==> src/rtl/fpu_mac_sequencer.sv <==
// rtl/fpu_mac_sequencer.sv - K-step MAC job sequencer: fetches operand pairs, feeds the PE column, collects done pulses.
// Each step is FETCH -> LOAD -> WAIT; a per-step watchdog traps a silent PE into a sticky error state.
module fpu_mac_sequencer #(
    parameter int N       = 4,
    parameter int TIMEOUT = 255
) (
    input  logic          clk,
    input  logic          rst,
    input  logic          start,
    input  logic [7:0]    k_len,
    input  logic          abort,
    output logic          rd_en,
    output logic [7:0]    rd_idx,
    input  logic [31:0]   rd_a,
    input  logic [31:0]   rd_b,
    output logic          pe_clr,
    output logic          pe_load,
    output logic [31:0]   pe_row,
    output logic [31:0]   pe_col,
    input  logic [N-1:0]  pe_done,
    output logic          busy,
    output logic          done,
    output logic          err
);

    localparam int WDW = (TIMEOUT < 2) ? 1 : $clog2(TIMEOUT + 1);
    localparam logic [WDW-1:0] WD_LAST = WDW'(TIMEOUT - 1);

    typedef enum logic [2:0] {
        S_IDLE,
        S_CLR,
        S_FETCH,
        S_LOAD,
        S_WAIT,
        S_FINISH,
        S_ERR
    } state_t;

    state_t          r_state;
    logic [7:0]      r_k;
    logic [7:0]      r_klen;
    logic [N-1:0]    r_cap;
    logic [WDW-1:0]  r_wd;
    logic            r_rd_en;
    logic [7:0]      r_rd_idx;
    logic            r_pe_clr;
    logic            r_pe_load;
    logic [31:0]     r_pe_row;
    logic [31:0]     r_pe_col;
    logic            r_busy;
    logic            r_done;
    logic            r_err;

    logic [N-1:0]    w_cap_next;
    logic            w_all_done;
    logic            w_last_step;

    // Done bits arriving this cycle count toward completion immediately.
    assign w_cap_next  = r_cap | pe_done;
    assign w_all_done  = &w_cap_next;
    assign w_last_step = (r_k == (r_klen - 8'd1));

    always_ff @(posedge clk or posedge rst) begin
        if (rst) begin
            r_state   <= S_IDLE;
            r_k       <= '0;
            r_klen    <= '0;
            r_cap     <= '0;
            r_wd      <= '0;
            r_rd_en   <= 1'b0;
            r_rd_idx  <= '0;
            r_pe_clr  <= 1'b0;
            r_pe_load <= 1'b0;
            r_pe_row  <= '0;
            r_pe_col  <= '0;
            r_busy    <= 1'b0;
            r_done    <= 1'b0;
            r_err     <= 1'b0;
        end else begin
            r_pe_clr  <= 1'b0;
            r_rd_en   <= 1'b0;
            r_pe_load <= 1'b0;
            r_done    <= 1'b0;

            // Abort outranks every other transition, including a same-cycle completion.
            if (abort && (r_state != S_IDLE)) begin
                r_state <= S_IDLE;
                r_busy  <= 1'b0;
                r_err   <= 1'b0;
            end else begin
                case (r_state)
                    S_IDLE: begin
                        if (start && !abort) begin
                            if (k_len == 8'd0) begin
                                r_done <= 1'b1;
                            end else begin
                                r_klen   <= k_len;
                                r_k      <= '0;
                                r_busy   <= 1'b1;
                                r_pe_clr <= 1'b1;
                                r_state  <= S_CLR;
                            end
                        end
                    end
                    S_CLR: begin
                        r_rd_en  <= 1'b1;
                        r_rd_idx <= r_k;
                        r_state  <= S_FETCH;
                    end
                    S_FETCH: begin
                        r_state <= S_LOAD;
                    end
                    S_LOAD: begin
                        r_pe_row  <= rd_a;
                        r_pe_col  <= rd_b;
                        r_pe_load <= 1'b1;
                        r_cap     <= '0;
                        r_wd      <= '0;
                        r_state   <= S_WAIT;
                    end
                    S_WAIT: begin
                        r_cap <= w_cap_next;
                        if (w_all_done) begin
                            if (w_last_step) begin
                                r_done  <= 1'b1;
                                r_state <= S_FINISH;
                            end else begin
                                r_k      <= r_k + 8'd1;
                                r_rd_en  <= 1'b1;
                                r_rd_idx <= r_k + 8'd1;
                                r_state  <= S_FETCH;
                            end
                        end else if (r_wd == WD_LAST) begin
                            r_err   <= 1'b1;
                            r_busy  <= 1'b0;
                            r_state <= S_ERR;
                        end else begin
                            r_wd <= r_wd + 1'b1;
                        end
                    end
                    S_FINISH: begin
                        r_busy  <= 1'b0;
                        r_state <= S_IDLE;
                    end
                    S_ERR: begin
                        r_state <= S_ERR;
                    end
                    default: begin
                        r_state <= S_IDLE;
                    end
                endcase
            end
        end
    end

    assign rd_en   = r_rd_en;
    assign rd_idx  = r_rd_idx;
    assign pe_clr  = r_pe_clr;
    assign pe_load = r_pe_load;
    assign pe_row  = r_pe_row;
    assign pe_col  = r_pe_col;
    assign busy    = r_busy;
    assign done    = r_done;
    assign err     = r_err;

endmodule

==> config.mk <==
export PLATFORM = sky130hd
export DESIGN_NAME = fpu_mac_sequencer
export DESIGN_NICKNAME = d
export VERILOG_FILES = /design/src/rtl/fpu_mac_sequencer.sv
export SDC_FILE = /design/constraint.sdc
export NUM_CORES = 1
export LEC_CHECK = 0
export BUFFER_PORTS_ARGS = -buffer_cell sky130_fd_sc_hd__buf_4
export CORE_MARGIN = 3
export CORE_UTILIZATION = 51
export CTS_CLUSTER_DIAMETER = 40
export DETAILED_ROUTE_END_ITERATION = 8
export PLACE_DENSITY = 0.8
export SYNTH_ARGS = -nofsm -noshare
export SYNTH_HDL_FRONTEND = slang
export SYNTH_SLANG_ARGS = --single-unit
==> constraint.sdc <==
create_clock -name clk -period 4.95 [get_ports clk]
set_clock_uncertainty 0.15 [all_clocks]
set_input_delay 0.7425 -clock clk [delete_from_list [all_inputs] [get_ports clk]]
set_output_delay 0.7425 -clock clk [all_outputs]
set_load 0.1 [all_outputs]
==> run summary <==
CTS clk-pin slew, worst paths -> 0.10 ns
Area Growth Syn to Fin -> 29.7%
GRT Util Overall -> 22.6%
Endpoints failing setup -> 0
Layout net count -> 633
Fmax -> 345 MHz
HP Class -> register to register
Clk buf depth -> 2
RR Endpoint -> rd_idx[6]$_DFFE_PP0P_
Post-synthesis sequential area ratio -> 55.1%
CTS Hold Bufs -> 0
DRC Markers -> 0
H-Tree Depth -> 3
CP endpoint -> rd_idx[6]$_DFFE_PP0P_
Post-synthesis sequential element count -> 109
Worst Path Arrival -> 3.01 ns
Vias per cell -> 5.58
DRT Wirelength -> 12.0 mm
Die span in x -> 104 um
Cell variety after synth -> 56
Synth area leader -> dfrtp_1
Clock tree root driver cell -> clkbuf_8
Resized cells post-CTS -> 0
Post-synth top cells -> dfrtp_1 (109), mux2_2 (77), nand2_1 (18), nor2_1 (18), a21oi_1 (15)
Number of CTS-inserted buffers -> 9
Tcrit/Tclk final -> 58.6%
Reg-to-reg startpoint -> r_klen[0]$_DFFE_PP0P_
Pre-CTS setup slack -> 2.09 ns
Ys Warns -> 0
Number of global-route vias before repair -> 3949
Fill cells -> 702
Gpl congestion -> 0.956
Crit path from -> r_klen[0]$_DFFE_PP0P_
Core area -> 9330 sq um
Top-count cell post-synth -> dfrtp_1
Share of layout cells above drive strength 1 -> 48.3%
I/O Pins -> 158
Die height -> 104 um
Max-slew violations -> 0
Post-CTS Setup Bufs -> 0
PnR worst setup slack -> 2.05 ns
CP Capture Type -> register
Critical path class -> register to register
DIE AREA -> 10900 sq um
Clock sink count -> 109
Num rows -> 35
IO Port Bufs -> 157
Crit path max fanout -> 10
Worst endpoint required time -> 5.06 ns
Synthesized instance count -> 400
RSZ-0062 raised after global routing -> false
Final ANT Viol Nets -> 0
Worst slew pin tran -> 0.900 ns
Clk Latency, worst-skew pair -> 0.37 ns
Antenna violations before repair -> 0
Mean Syn Cell Area -> 12.4 sq um
Post-synth net total -> 485
Final core area utilization -> 68.8%
Synth Flop Type -> dfrtp_1
Total gr overflow -> 0
Post-synth EDFFs -> 0
Post-route setup TNS -> 0 ns
Vias -> 3805
Starting Density -> 53.0%
R2R cell count -> 8
Yosys top cell area share -> 55.1%
Post-detail-place hpwl -> 8.87 mm
TritonCTS clock tree -> done
Drt pass-1 iters -> 6
N_diodes -> 0
First-pass GRT wire length -> 19.8 mm
Drt first-iter violations -> 218
Largest net degree at the start of global routing -> 76
Maxcap violations -> 0
Syn Std Cell Area -> 4950 sq um
Status -> complete, no violations
Final Hold Viols -> 0
Worst Setup Start Kind -> register
Tmin final -> 2.90 ns
Routed length per placed instance -> 17.6 um
Rel. slew slack -> 40.0%
Top post-synthesis cells by area -> dfrtp_1 (55%), mux2_2 (18%), xnor2_1 (2.5%), a21oi_1 (1.5%), nand2_1 (1.4%)
FFs w/ async S/R, synth -> 100%
FF-to-FF setup slack -> 2.05 ns
-- critical path: stages (launching register included) --
cell and delay [ns]:
dfrtp_1 0.45, inv_1 0.08, ha_1 0.25, or3b_1 0.40, a211oi_2 0.26, o211ai_2 0.18, a21oi_4 0.28, a31o_2 0.36
mux2_2 0.36
-- worst min path at each step --
stage,end,cells past startpoint,from,slack (ns)
2_1_floorplan,r_cap[0]$_DFFE_PP0P_,2,r_cap[0]$_DFFE_PP0P_,0.31
3_3_place_gp,rd_idx[2]$_DFFE_PP0P_,1,rd_idx[2]$_DFFE_PP0P_,0.33
3_5_place_dp,r_cap[0]$_DFFE_PP0P_,2,r_cap[0]$_DFFE_PP0P_,0.35
4_1_cts,rd_idx[5]$_DFFE_PP0P_,1,rd_idx[5]$_DFFE_PP0P_,0.37
5_1_grt,rd_idx[2]$_DFFE_PP0P_,1,rd_idx[2]$_DFFE_PP0P_,0.39
6_report,rd_idx[6]$_DFFE_PP0P_,1,rd_idx[6]$_DFFE_PP0P_,0.36
-- metal layers --
layer	track usage (%)	vias to the layer above	share of wire, %
met5	0	-	0
met4	6.55	0	1.9
met3	7.32	28	8.0
met2	39.4	150	53
met1	26.5	1890	37
li1	-	1737	-
-- kinds of logic (layout without fill, tap and decap cells) --
logic type / after synthesis / after routing / share of synthesized area (%)
xor+xnor: 20 / 20 / 3.54
fa+ha+maj: 5 / 5 / 1.26
mux: 81 / 81 / 18.4
buf+inv: 35 / 188 / 3.04
compound gates: 61 / 61 / 9.08
simple gates: 89 / 89 / 9.51
flops: 109 / 109 / 55.1
-- state kept, by name (all words and copies together), names as in the netlist --
signal,count
pe_col,32
r_cap,4
rd_idx,8
pe_load,1
pe_clr,1
r_wd,8
r_state,3
busy,1
r_klen,8
pe_row,32
rd_en,1
r_k,8
err,1
done,1
-- layout make-up --
type                    instances  area, sq um  area share [%]
clock inverters                 6         67.6            1.05
inverters                      13         51.3           0.800
clock buffers                  10          138            2.15
flip-flops and latches        109         2730            42.5
repair buffers                159         1190            18.6
multi-input cells             256         2080            32.4
well taps                     129          161            2.52
-- stage by stage --
step / hold slack (ns) / area [sq um] / std cells
2_1_floorplan: 0.313 / 4950 / 400
6_report: 0.364 / 6410 / 682
4_1_cts: 0.372 / 6410 / 682
3_5_place_dp: 0.347 / 6210 / 666
3_3_place_gp: 0.333 / 6210 / 666
5_1_grt: 0.387 / 6410 / 682
-- layout by cell type, fill, tap and decap left out, types with 11 or more instances in the layout --
cell     Yosys  layout
buf_4        1     159
dfrtp_1    109     109
mux2_2      77      77
nand2_1     18      18
nor2_1      18      17
a21oi_1     15      15
xnor2_1     14      14
o21ai_0     13      13
inv_1       12      11
nand3_1     11      11
Power is not shown: default switching activity piles up to over one toggle a cycle in this logic, so the estimate is an artifact.
